===== config.mk =====
export PLATFORM = sky130hd
export DESIGN_NAME = regfile_write_arbiter
export DESIGN_NICKNAME = d
export VERILOG_FILES = /design/src/rtl/regfile_write_arbiter.sv
export SDC_FILE = /design/constraint.sdc
export NUM_CORES = 1
export LEC_CHECK = 0
export BUFFER_PORTS_ARGS = -buffer_cell sky130_fd_sc_hd__buf_2
export CAP_MARGIN = 25
export CORE_MARGIN = 2
export CORE_UTILIZATION = 52
export DETAILED_ROUTE_END_ITERATION = 6
export PLACE_DENSITY = 0.8
export SYNTH_ARGS = -nofsm -noshare
export SYNTH_HDL_FRONTEND = slang
export SYNTH_SLANG_ARGS = --single-unit
export TNS_END_PERCENT = 10

===== constraint.sdc =====
create_clock -name clk -period 3.4 [get_ports clk]
set_input_delay 0.34 -clock clk [delete_from_list [all_inputs] [get_ports clk]]
set_output_delay 0.34 -clock clk [all_outputs]
set_load 0.01 [all_outputs]

===== src/rtl/regfile_write_arbiter.sv =====
// regfile_write_arbiter
// Two clients share the register file's single write port. Each client has a
// one-entry holding buffer. Full buffers are drained round-robin onto a
// registered write port. Writes that target register 0 are consumed and never
// issued, so register zero always reads as zero.

module regfile_write_arbiter #(
   parameter int WIDTH = 32,
   parameter int ADDR  = 5
) (
   input  logic             clk,
   input  logic             reset_n,
   input  logic             a_valid,
   output logic             a_ready,
   input  logic [ADDR-1:0]  a_addr,
   input  logic [WIDTH-1:0] a_data,
   input  logic             b_valid,
   output logic             b_ready,
   input  logic [ADDR-1:0]  b_addr,
   input  logic [WIDTH-1:0] b_data,
   output logic             rf_wrenable,
   output logic [ADDR-1:0]  rf_addr,
   output logic [WIDTH-1:0] rf_data,
   output logic             zero_drop,
   output logic             busy
);

   localparam logic CLIENT_A = 1'b0;
   localparam logic CLIENT_B = 1'b1;

   // Holding buffers
   logic             a_full;
   logic [ADDR-1:0]  a_addr_q;
   logic [WIDTH-1:0] a_data_q;
   logic             b_full;
   logic [ADDR-1:0]  b_addr_q;
   logic [WIDTH-1:0] b_data_q;

   // Client that won the most recent grant
   logic             last_grant;

   // Arbitration results
   logic             grant_a;
   logic             grant_b;
   logic             grant_any;
   logic             grant_zero;
   logic [ADDR-1:0]  grant_addr;
   logic [WIDTH-1:0] grant_data;

   // Ready is pure registered state: no combinational path from valid.
   assign a_ready = ~a_full;
   assign b_ready = ~b_full;

   assign busy = a_full | b_full | rf_wrenable;

   // Round-robin pick between the full buffers; a tie goes to the client
   // that did not win last time.
   always_comb begin
      // NOTE: every output of this block gets a default first so no latch is inferred.
      grant_a    = 1'b0;
      grant_b    = 1'b0;
      grant_addr = '0;
      grant_data = '0;
      if (a_full && b_full) begin
         grant_a = (last_grant == CLIENT_B);
         grant_b = (last_grant == CLIENT_A);
      end else begin
         grant_a = a_full;
         grant_b = b_full;
      end
      if (grant_a) begin
         grant_addr = a_addr_q;
         grant_data = a_data_q;
      end else if (grant_b) begin
         grant_addr = b_addr_q;
         grant_data = b_data_q;
      end
   end

   assign grant_any  = grant_a | grant_b;
   assign grant_zero = (grant_addr == '0);

   // Buffer occupancy: set on accept, cleared when drained. A buffer being
   // drained has ready low, so accept and drain never coincide.
   always_ff @(posedge clk or negedge reset_n) begin
      if (!reset_n) begin
         // NOTE: sequential state uses non-blocking assignments so every flop samples pre-edge values.
         a_full <= 1'b0;
         b_full <= 1'b0;
      end else begin
         if (a_valid && a_ready) a_full <= 1'b1;
         else if (grant_a)       a_full <= 1'b0;
         if (b_valid && b_ready) b_full <= 1'b1;
         else if (grant_b)       b_full <= 1'b0;
      end
   end

   // Buffer payload capture on accept.
   always_ff @(posedge clk) begin
      // NOTE: payload has no reset; it is only looked at while the full bit is set.
      if (a_valid && a_ready) begin
         a_addr_q <= a_addr;
         a_data_q <= a_data;
      end
      if (b_valid && b_ready) begin
         b_addr_q <= b_addr;
         b_data_q <= b_data;
      end
   end

   // Registered write port, zero-drop pulse and round-robin history.
   always_ff @(posedge clk or negedge reset_n) begin
      if (!reset_n) begin
         rf_wrenable <= 1'b0;
         rf_addr     <= '0;
         rf_data     <= '0;
         zero_drop   <= 1'b0;
         last_grant  <= CLIENT_B;
      end else begin
         rf_wrenable <= grant_any & ~grant_zero;
         zero_drop   <= grant_any &  grant_zero;
         if (grant_any) begin
            last_grant <= grant_b ? CLIENT_B : CLIENT_A;
         end
         // Address and data hold their last issued value otherwise.
         if (grant_any && !grant_zero) begin
            rf_addr <= grant_addr;
            rf_data <= grant_data;
         end
      end
   end

endmodule


# Yosys cells after proc, flatten, opt, wreduce, memory -nomap -nowiden
# Index checks and enable logic that the tools add are counted.
[classes]
bitwise_logic = 9
shifts = 0
mux = 11
n_lt_le_gt_ge = 0
reduce_logical = 8
div_mod_pow = 0
mul = 0
add_sub_neg = 0
n_eq_ne = 0
[op_table]
columns = ["cell", "n"]
rows = [
  ["$mux W32", 2],
  ["$mux W5", 2],
  ["$mux W1", 7],
  ["$logic_not A5 Y1", 1],
  ["$logic_and A1 B1 Y1", 4],
  ["$not A1 Y1", 4],
  ["$reduce_bool A2 Y1", 2],
  ["$or A1 B1 Y1", 3],
  ["$and A1 B1 Y1", 2],
  ["$logic_not A1 Y1", 1],
]
[word_totals]
out_inout_bits = 42
mem_count = 0
register_bits = 116
latchBits = 0
ram_bits = 0
romBits = 0

# Logic depth before layout (Yosys ltp)
# Gate-level depths: netlist (run 1).
[logic_depth]
depth_word = 7
depth_mapped = 7

# Worst setup path before layout (run 1)
# Ideal clock, no wire load.
[synth_path]
path_kind = "register to register"
from = "reg b_full"
to = "reg b_addr_q[0] (enable)"
setup_time_ps = 437
setup_slack_ps = 640
n_path_buf = 1
arrival_time_ps = 2323
period_less_slack_ps = 2760
path_stages_with_launch = 3
path_cell_list = "dfrtp_1 -> clkbuf_1 -> nor2b_1"
[synth_between]
elab_chain_cells = 2
[synth_lines]
columns = ["item", "line_no", "text"]
rows = [
  ["start: declaration", "35", "logic b_full;"],
  ["start signal: assignment", "89", "b_full <= 1'b0;"],
  ["start signal: assignment", "93", "if (b_valid && b_ready) b_full <= 1'b1;"],
  ["start signal: assignment", "94", "else if (grant_b) b_full <= 1'b0;"],
  ["$not A1 Y1", "52", "assign b_ready = ~b_full;"],
  ["$logic_and A1 B1 Y1", "105", "if (b_valid && b_ready) begin"],
  ["end signal: assignment", "106", "b_addr_q <= b_addr;"],
  ["end: declaration", "36", "logic [ADDR-1:0] b_addr_q;"],
]
# Every way passes these cells.
# A chain may end at the register's enable or synchronous reset.

# Worst setup path in the final report (run 1)
[layout_path]
from = "reg a_full"
to = "reg rf_data[12]"
[layout_between]
elab_chain_cells = 7
word_cells_on_any_way = 11
cone_classes = "mux: 6; bitwise: 1; reduce/logical: 4"
[layout_lines]
columns = ["item", "line_no", "text"]
rows = [
  ["start: declaration", "32", "logic a_full;"],
  ["start signal: assignment", "88", "a_full <= 1'b0;"],
  ["start signal: assignment", "91", "if (a_valid && a_ready) a_full <= 1'b1;"],
  ["start signal: assignment", "92", "else if (grant_a) a_full <= 1'b0;"],
  ["$logic_and A1 B1 Y1", "64", "if (a_full && b_full) begin"],
  ["$mux W1", "64", ""],
  ["$mux W5", "74", "end else if (grant_b) begin"],
  ["$mux W5", "71", "if (grant_a) begin"],
  ["$logic_not A5 Y1", "81", "assign grant_zero = (grant_addr == '0);"],
  ["$logic_not A1 Y1", "126", "if (grant_any && !grant_zero) begin"],
  ["$logic_and A1 B1 Y1", "126", ""],
  ["end signal: assignment", "128", "rf_data <= grant_data;"],
  ["end: declaration", "23", "output logic [WIDTH-1:0] rf_data,"],
]
# Parallel ways exist; a longest one is shown, timed or not.

==> results.cfg, run 1 <==
[status]
status = completed

[timing]
fin_setup_tns_ps = 0
drv_slew = 0
worstMarginPinSlew_ps = 556
timing.fmax_mhz = 429
setup_violations = 0
post-route-period-util = 0.685
rsz0062_at_grt = false
fin_crit_ps = 2330
finalHoldViolCount = 0
fin_skew_ps = 8.89
relSlewSlack = 0.629
setup_ws_ps = 1070

[critical_path]
r2r-start = a_full$_DFFE_PN0P_
crit_type = flop to flop
endpoint_kind = flop
cpLargestDelayFamily = compound AO/OA/AOI/OAI gates
cp.required_ps = 3780
cp_max_fo = 39
rr_worst_depth = 5
critPathLaunchType = flop
reg2reg_to = rf_data[12]$_DFFE_PN0P_
cp.buffers_inverters = 1
critPathArrivalTime_ps = 2710
crit_path_top_delay_cell = dfrtp_1
reg2reg_slack_ps = 1070
path_cells = a21boi_1, a32oi_1, nand4_1, buf_4, mux2_2
slowest_delay_ps = 580
critPathLaunch = a_full$_DFFE_PN0P_

[power]
vdd_drop_max_mv = 0.548
power.density_nw_per_um2 = 847
leakagePower_nw = 2.48

[place]
globalplace.congestion = 0.873
hpwl_um = 5910
port_buffers = 119
pre_cts_ws_ps = 1120
dpl_cell_area_um2 = 5060

[floorplan]
die_y_um = 95.8
num_io_pins = 120
coreArea_um2 = 8180
die_area_um2 = 9170
dieWidth_um = 95.8
initial_core_util = 0.536
rows = 33

[finish]
finalInstanceArea_um2 = 5730
final_cell_mix = buf_2, edfxtp_1, dfrtp_1
diodes = 0
area_delta_synth_final_pct = 30.8
final_common_cell = buf_2
nNetsFinal = 506
multi_input_area_um2 = 996
num-fill-cells = 533
register_area_um2 = 3270
drive_above_1_share = 0.431

[clock_network]
cts_tree = built
clk_pin_slew_ps = 50
clock-sinks = 116
clock_latency_ps = 500
cts_max_path_buffers = 2
htreeDepth = 4
numCtsBuffers = 17
cts_root_buf = clkbuf_8

[route]
drt-total-wl_um = 9390
drc_errors = 0
drt-initial-drc-count = 186
via_per_inst = 5.30
wire_per_inst_um = 17.2
vias = 2893
first_pass_iters = 4
antenna_left = 0

[min_path]
holdPathStages = 1
min_path_type = input pin to flop
hp-start = a_data[1]
min_to = a_data_q[1]$_DFFE_PP_

[synthesis]
avgSynthCellArea_um2 = 14.8
yosysTopAreaCell = edfxtp_1
syn-num-nets = 373
synthCells = 295
yosysWarnings = 0
ys_seq_area_frac = 0.748
synth_cell_types = 26
ys_seq_elements = 116
netlist_area_um2 = 4380
synth.top_cell.area_share = 0.508
synth_area_leaders = edfxtp_1, dfrtp_1, mux2_2

[job]
max_cap_viol_count = 0

[global_route]
antenna_found_initial = 0
groute.usage.overall = 0.210
grt_pass1_vias = 2895
grt_max_degree = 43
grt_pass1_wl_um = 14100
gr-total-overflow = 0
==> flip-flops by register name, summed over array words and instances, names as in the netlist <==
signal / cells
a_data_q: 32
b_data_q: 32
rf_data: 32
a_addr_q: 5
b_addr_q: 5
rf_addr: 5
a_full: 1
b_full: 1
last_grant: 1
rf_wrenable: 1
zero_drop: 1
==> worst reg2reg max path, cell delays in order, from the launching register on <==
cell,delay (ps)
dfrtp_1,580
a21boi_1,500
a32oi_1,130
nand4_1,130
buf_4,440
mux2_2,420
==> logic make-up (layout without fill, tap and decap cells) <==
| kind of cell | after synthesis | in the layout | share of synthesized area |
|---|---|---|---|
| buf+inv | 27 | 173 | 0.0280 |
| flops | 116 | 116 | 0.748 |
| mux | 32 | 32 | 0.0849 |
| compound gates | 49 | 49 | 0.0634 |
| simple gates | 71 | 71 | 0.0757 |
==> power by group <==
group          internal (mW)  total, mW  switching, mW
clock                   1.02       1.58          0.557
combinational          0.540       1.20          0.663
sequential              1.88       2.07          0.194
==> per-layer routing <==
| metal | wire length [um] | global-route usage | share of wire | up-vias |
|---|---|---|---|---|
| li1 | - | - | - | 1352 |
| met1 | 3740 | 0.272 | 0.40 | 1393 |
| met2 | 4800 | 0.340 | 0.51 | 126 |
| met3 | 652 | 0.0564 | 0.069 | 22 |
| met4 | 197 | 0.0857 | 0.021 | 0 |
| met5 | 0 | 0 | 0 | - |
==> cell usage after synthesis, drive strengths merged <==
| master | n |
|---|---|
| a31o | 1 |
| dfrtp | 41 |
| nand2 | 32 |
| buf | 5 |
| o21ai | 38 |
| edfxtp | 74 |
| inv | 8 |
| or3 | 1 |
| nand2b | 1 |
| a21boi | 1 |
| a22oi | 2 |
| o21bai | 1 |
| nand3 | 32 |
| nor2b | 2 |
| mux2 | 32 |
| or2 | 2 |
| clkbuf | 14 |
| nand4 | 1 |
| a21oi | 2 |
| a32oi | 4 |
| dfstp | 1 |
==> what timing repair did <==
action / CTS / global route
setup buffers: 0 / 0
gates resized for setup: 0 / 0
hold buffers: 4 / 2
hold endpoints to repair: 4 / 42
endpoints found under the setup margin: 0 / 0
==> through the flow <==
stage,instances,hold WS [ps],power (mW),utilization
floorplan,295,44.4,2.80,-
detailed placement,505,495,3.28,0.620
global route,546,4.23,5.09,0.700
finish,546,9.12,4.85,0.700
CTS,541,0.641,4.85,0.690
global placement,505,494,3.23,0.620
==> cell type report <==
cell class                 count  share of cell area
clock buffer                  26              0.0835
clock inverter                 6             0.00962
inverter                       8             0.00524
multi-input combinational    152               0.174
sequential                   116               0.572
tap                          105              0.0229
timing repair buffer         133               0.133
==> worst max-delay path by stage <==
stage                              endpoint  slack [ps]  cells after the start
global placement    rf_data[20]$_DFFE_PN0P_        1240                      5
detailed placement  rf_data[11]$_DFFE_PN0P_        1120                      5
floorplan             b_addr_q[0]$_DFFE_PP_         640                      2
CTS                 rf_data[12]$_DFFE_PN0P_        1110                      5
global route        rf_data[15]$_DFFE_PN0P_         870                      5
finish              rf_data[12]$_DFFE_PN0P_        1070                      5
(Power assumes the default switching activity.)
==> run 2, diff against run 1 <==
--- a/config.mk
+++ b/config.mk
@@ -5,6 +5,7 @@
 export SDC_FILE = /design/constraint.sdc
 export NUM_CORES = 1
 export LEC_CHECK = 0
+export ABC_AREA = 1
 export BUFFER_PORTS_ARGS = -buffer_cell sky130_fd_sc_hd__buf_2
 export CAP_MARGIN = 25
 export CORE_MARGIN = 2
==> constraint.sdc (replaced) <==
create_clock -name clk -period 2.35 [get_ports clk]
set_input_delay 0.235 -clock clk [delete_from_list [all_inputs] [get_ports clk]]
set_output_delay 0.235 -clock clk [all_outputs]
set_load 0.01 [all_outputs]
==> results.cfg, run 2 <==
[timing]
setup_violations = 0
worstMarginPinSlew_ps = 691
rsz0062_at_grt = false
relSlewSlack = 0.536
post-route-period-util = 0.883
finalHoldViolCount = 0
fin_skew_ps = 7.63
drv_slew = 0
timing.fmax_mhz = 482
fin_setup_tns_ps = 0
fin_crit_ps = 2080
whs_ps = 281

[finish]
final_common_cell = nand2_1
nNetsFinal = 663
multi_input_area_um2 = 1030
num-fill-cells = 459
area_delta_synth_final_pct = 46.8
final_cell_mix = nand2_1, buf_2, dlygate4sd3_1
fin_util = 0.792
diodes = 0
reg_top3 = a_data_q: 32 flops, b_data_q: 32 flops, rf_data: 32 flops
register_area_um2 = 3270
drive_above_1_share = 0.286

[global_route]
groute.usage.overall = 0.258
gr-total-overflow = 0
grt_pass1_vias = 3860
antenna_found_initial = 0
grt_max_degree = 43
grt_pass1_wl_um = 18700

[critical_path]
cp_max_fo = 39
endpoint_kind = flop
crit_type = flop to flop
rr_worst_depth = 9
slowest_delay_ps = 500
cp.buffers_inverters = 3
cpLargestDelayFamily = buffers and inverters
crit_path_top_delay_cell = dfrtp_1
cp.depth = 9
critPathArrivalTime_ps = 2460
path_cells = inv_2, a21oi_4, nand2_1, nand2_1, inv_2, nand3_2, buf_4, nand2_1, nand2_1
cp.required_ps = 2730
critPathLaunchType = flop
crit_top_cell = nand2_1

[route]
drc_errors = 0
antenna_left = 0
wire_per_inst_um = 17.1
first_pass_iters = 6
drt-total-wl_um = 12000
via_per_inst = 5.25
vias = 3694
drt-initial-drc-count = 180

[clock_network]
cts_resized = 0
numCtsBuffers = 17
cts_tree = built
cts_max_path_buffers = 2
clock-sinks = 116
htreeDepth = 4
clk_pin_slew_ps = 60
cts_root_buf = clkbuf_8
clock_latency_ps = 500
post_cts_buffers = 0
holdBufCountCts = 76

[synthesis]
ys_seq_area_frac = 0.731
yosysWarnings = 0
synth_cell_types = 21
synth_area_leaders = edfxtp_1, dfrtp_1, nand2_1
synth_edf_count = 74
ys_seq_elements = 116
synth_commonest_cells = nand2_1, edfxtp_1, dfrtp_1, nand4_1
netlist_area_um2 = 4480
synthCells = 381
syn-num-nets = 459
synthFlopType = edfxtp_1
yosysTopAreaCell = edfxtp_1
synth.top_cell.area_share = 0.496
avgSynthCellArea_um2 = 11.8
synthArstFlopShare = 0.362
synth.most_common_cell = nand2_1

[power]
leakagePower_nw = 3.09
power.share.clock = 0.338
seq_power_share = 0.389
p_int_mw = 5.19
pwr-share-comb = 0.273
vdd_drop_max_mv = 0.814
power.density_nw_per_um2 = 1180
p_sw_frac = 0.330
switching_power_mw = 2.56

[status]
status = completed

[floorplan]
num_io_pins = 120
die_area_um2 = 9370
rows = 33
coreArea_um2 = 8300
dieWidth_um = 96.8
initial_core_util = 0.540
die_y_um = 96.8

[place]
hpwl_um = 6460
port_buffers = 119
globalplace.congestion = 0.830

[job]
max_cap_viol_count = 0

[min_path]
min_path_type = input pin to async pin
-- run 2: final timing paths --
kind	start	to	slack, ps
worst max register to register	a_full$_DFFE_PN0P_	rf_data[0]$_DFFE_PN0P_	270
worst max-delay path	a_full$_DFFE_PN0P_	rf_data[0]$_DFFE_PN0P_	270
min in group clk	b_valid	b_data_q[28]$_DFFE_PP_	320
max in group asynchronous	reset_n	last_grant$_DFFE_PN1P_	1480
worst min-delay path	reset_n	b_full$_DFFE_PN0P_	280
worst min register to register	a_data_q[23]$_DFFE_PP_	rf_data[23]$_DFFE_PN0P_	520
-- run 2: area by class of cell --
| class | count | area share |
|---|---|---|
| inverter | 11 | 0.00628 |
| multi-input combinational | 232 | 0.157 |
| tap | 105 | 0.0200 |
| timing repair buffer | 207 | 0.227 |
| sequential | 116 | 0.498 |
| clock inverter | 13 | 0.0276 |
| clock buffer | 19 | 0.0641 |
-- run 2: logic make-up (layout without fill, tap and decap cells) --
kind of cell	after synthesis	in the layout	synth area share
AO/OA/AOI/OAI	6	6	0.0109
buffers and inverters	33	250	0.0436
flip-flops	116	116	0.731
AND/OR/NAND/NOR	226	226	0.214
-- run 2: metrics by stage --
stage	power, mW	std cells	setup slack (ps)	cell area [um2]
floorplan	4.21	381	486	4480
global placement	4.86	594	494	5180
detailed placement	4.96	594	388	5180
CTS	7.71	702	340	6550
global route	8.09	703	143	6580
finish	7.75	703	274	6580
-- run 2: metal layers --
layer  part of all wire  global-route usage  vias to the layer above
met4              0.029               0.122                        0
met3              0.081              0.0773                       34
met5                  0                   0                        -
met1               0.36               0.281                     1763
met2               0.53               0.460                      198
li1                   -                   -                     1699
-- run 2: power groups by stage --
stage / logic [mW] / registers (mW) / clock network (mW)
6_report: 2.11 / 3.01 / 2.62
5_1_grt: 2.30 / 3.05 / 2.74
4_1_cts: 2.07 / 3.00 / 2.64
3_5_place_dp: 1.95 / 3.02 / 0
3_3_place_gp: 1.87 / 2.99 / 0
2_1_floorplan: 1.08 / 3.13 / 0
==> run 3, diff against run 2 <==
--- a/config.mk
+++ b/config.mk
@@ -5,13 +5,12 @@
 export SDC_FILE = /design/constraint.sdc
 export NUM_CORES = 1
 export LEC_CHECK = 0
-export ABC_AREA = 1
 export BUFFER_PORTS_ARGS = -buffer_cell sky130_fd_sc_hd__buf_2
 export CAP_MARGIN = 25
 export CORE_MARGIN = 2
-export CORE_UTILIZATION = 52
+export CORE_UTILIZATION = 45
 export DETAILED_ROUTE_END_ITERATION = 6
-export PLACE_DENSITY = 0.8
+export PLACE_DENSITY = 0.71
 export SYNTH_ARGS = -nofsm -noshare
 export SYNTH_HDL_FRONTEND = slang
 export SYNTH_SLANG_ARGS = --single-unit
==> results.cfg, run 3 (synthesized netlist as in run 1, its figures left out) <==
[status]
status = completed

[power]
vdd_drop_max_mv = 0.604
p_sw_frac = 0.313
leakagePower_nw = 2.78
p_int_mw = 5.01
seq_power_share = 0.405
power.density_nw_per_um2 = 1130
pwr-share-comb = 0.264
power.share.clock = 0.331
switching_power_mw = 2.29

[floorplan]
rows = 35
die_area_um2 = 10500
die_y_um = 103
coreArea_um2 = 9330
dieWidth_um = 103
num_io_pins = 120
initial_core_util = 0.469

[min_path]
min_path_type = input pin to async pin

[finish]
diodes = 0
reg_top3 = a_data_q: 32 flops, b_data_q: 32 flops, rf_data: 32 flops
drive_above_1_share = 0.388
finalInstanceArea_um2 = 6490
nNetsFinal = 578
fin_util = 0.695
area_delta_synth_final_pct = 48.2
num-fill-cells = 632
fin_cells = 642
final_cell_mix = buf_2, dlygate4sd3_1, edfxtp_1
final_common_cell = buf_2

[critical_path]
cp_max_fo = 39
critPathArrivalTime_ps = 2480
endpoint_kind = flop
crit_type = flop to flop
rr_worst_depth = 5
cp.required_ps = 2730
critPathLaunchType = flop

[place]
dpl_cell_area_um2 = 5140
placed_cells = 534
port_buffers = 119
globalplace.congestion = 0.787
hpwl_um = 6020

[clock_network]
htreeDepth = 4
clock-sinks = 116
cts_root_buf = clkbuf_8
cts_max_path_buffers = 2
clk_pin_slew_ps = 60
cts_resized = 0
clock_latency_ps = 500
numCtsBuffers = 17
cts_tree = built

[global_route]
grt_pass1_vias = 3468
groute.usage.overall = 0.215
grt_pass1_wl_um = 16700
antenna_found_initial = 0
grt_max_degree = 43
gr-total-overflow = 0

[timing]
finalHoldViolCount = 0
relSlewSlack = 0.630
worstMarginPinSlew_ps = 555
fin_crit_ps = 2100
timing.fmax_mhz = 476
setup_violations = 0
rsz0062_at_grt = false
whs_ps = 278
post-route-period-util = 0.894
drv_slew = 0
fin_skew_ps = 8.34

[job]
max_cap_viol_count = 0

[route]
drt-total-wl_um = 10800
drc_errors = 0
via_per_inst = 4.95
wire_per_inst_um = 16.8
first_pass_iters = 4
antenna_left = 0
drt-initial-drc-count = 144
vias = 3181
==> run 3: worst max-delay path, stage by stage (launching register included) <==
cell and delay, ps:
dfrtp_1 410, a21boi_1 420, a32oi_1 150, nand4_1 140, buf_4 440, mux2_2 410
==> run 3: power groups by stage <==
| stage | Combinational [mW] | Clock (mW) | Sequential [mW] |
|---|---|---|---|
| 2_1_floorplan | 0.935 | 0 | 3.11 |
| 3_3_place_gp | 1.76 | 0 | 2.99 |
| 3_5_place_dp | 1.82 | 0 | 2.99 |
| 4_1_cts | 1.92 | 2.43 | 2.96 |
| 5_1_grt | 2.10 | 2.57 | 3.02 |
| 6_report | 1.93 | 2.41 | 2.96 |
==> run 3: cell type report <==
type	count	area, um2	area share
Timing Repair Buffer	205	1460	0.225
Multi-Input combinational cell	152	996	0.154
Clock buffer	17	414	0.0639
Sequential cell	116	3270	0.505
Tap cell	129	161	0.0249
Inverter	8	30.0	0.00463
Clock inverter	15	149	0.0230
==> run 3: stage by stage <==
stage	total power, mW	TNS [ps]	setup slack, ps
floorplan	4.05	-14860	-393
global placement	4.74	0	412
detailed placement	4.81	0	337
CTS	7.32	0	272
global route	7.68	0	152
finish	7.30	0	250
==> run 3: path summary, 6_finish.rpt <==
path | slack, ps | to | from
worst max-delay path | 250 | rf_data[31]$_DFFE_PN0P_ | a_full$_DFFE_PN0P_
worst min-delay path | 280 | zero_drop$_DFF_PN0_ | reset_n
worst max register to register | 250 | rf_data[31]$_DFFE_PN0P_ | a_full$_DFFE_PN0P_
worst min register to register | 490 | rf_data[7]$_DFFE_PN0P_ | rf_data[7]$_DFFE_PN0P_
max in group asynchronous | 1560 | rf_data[8]$_DFFE_PN0P_ | reset_n
min in group clk | 360 | a_addr_q[1]$_DFFE_PP_ | a_valid
==> run 3: repair_timing <==
item                       in CTS  in global routing
buffers inserted                0                  0
setup endpoints to repair       0                  0
hold buffers                   75                  0
hold endpoints to repair      115                  0
==> run 3: metal layers <==
layer,part of all wire,GRT usage
met1,0.39,0.247
met2,0.55,0.390
met3,0.048,0.0576
met4,0.017,0.0708
met5,0,0
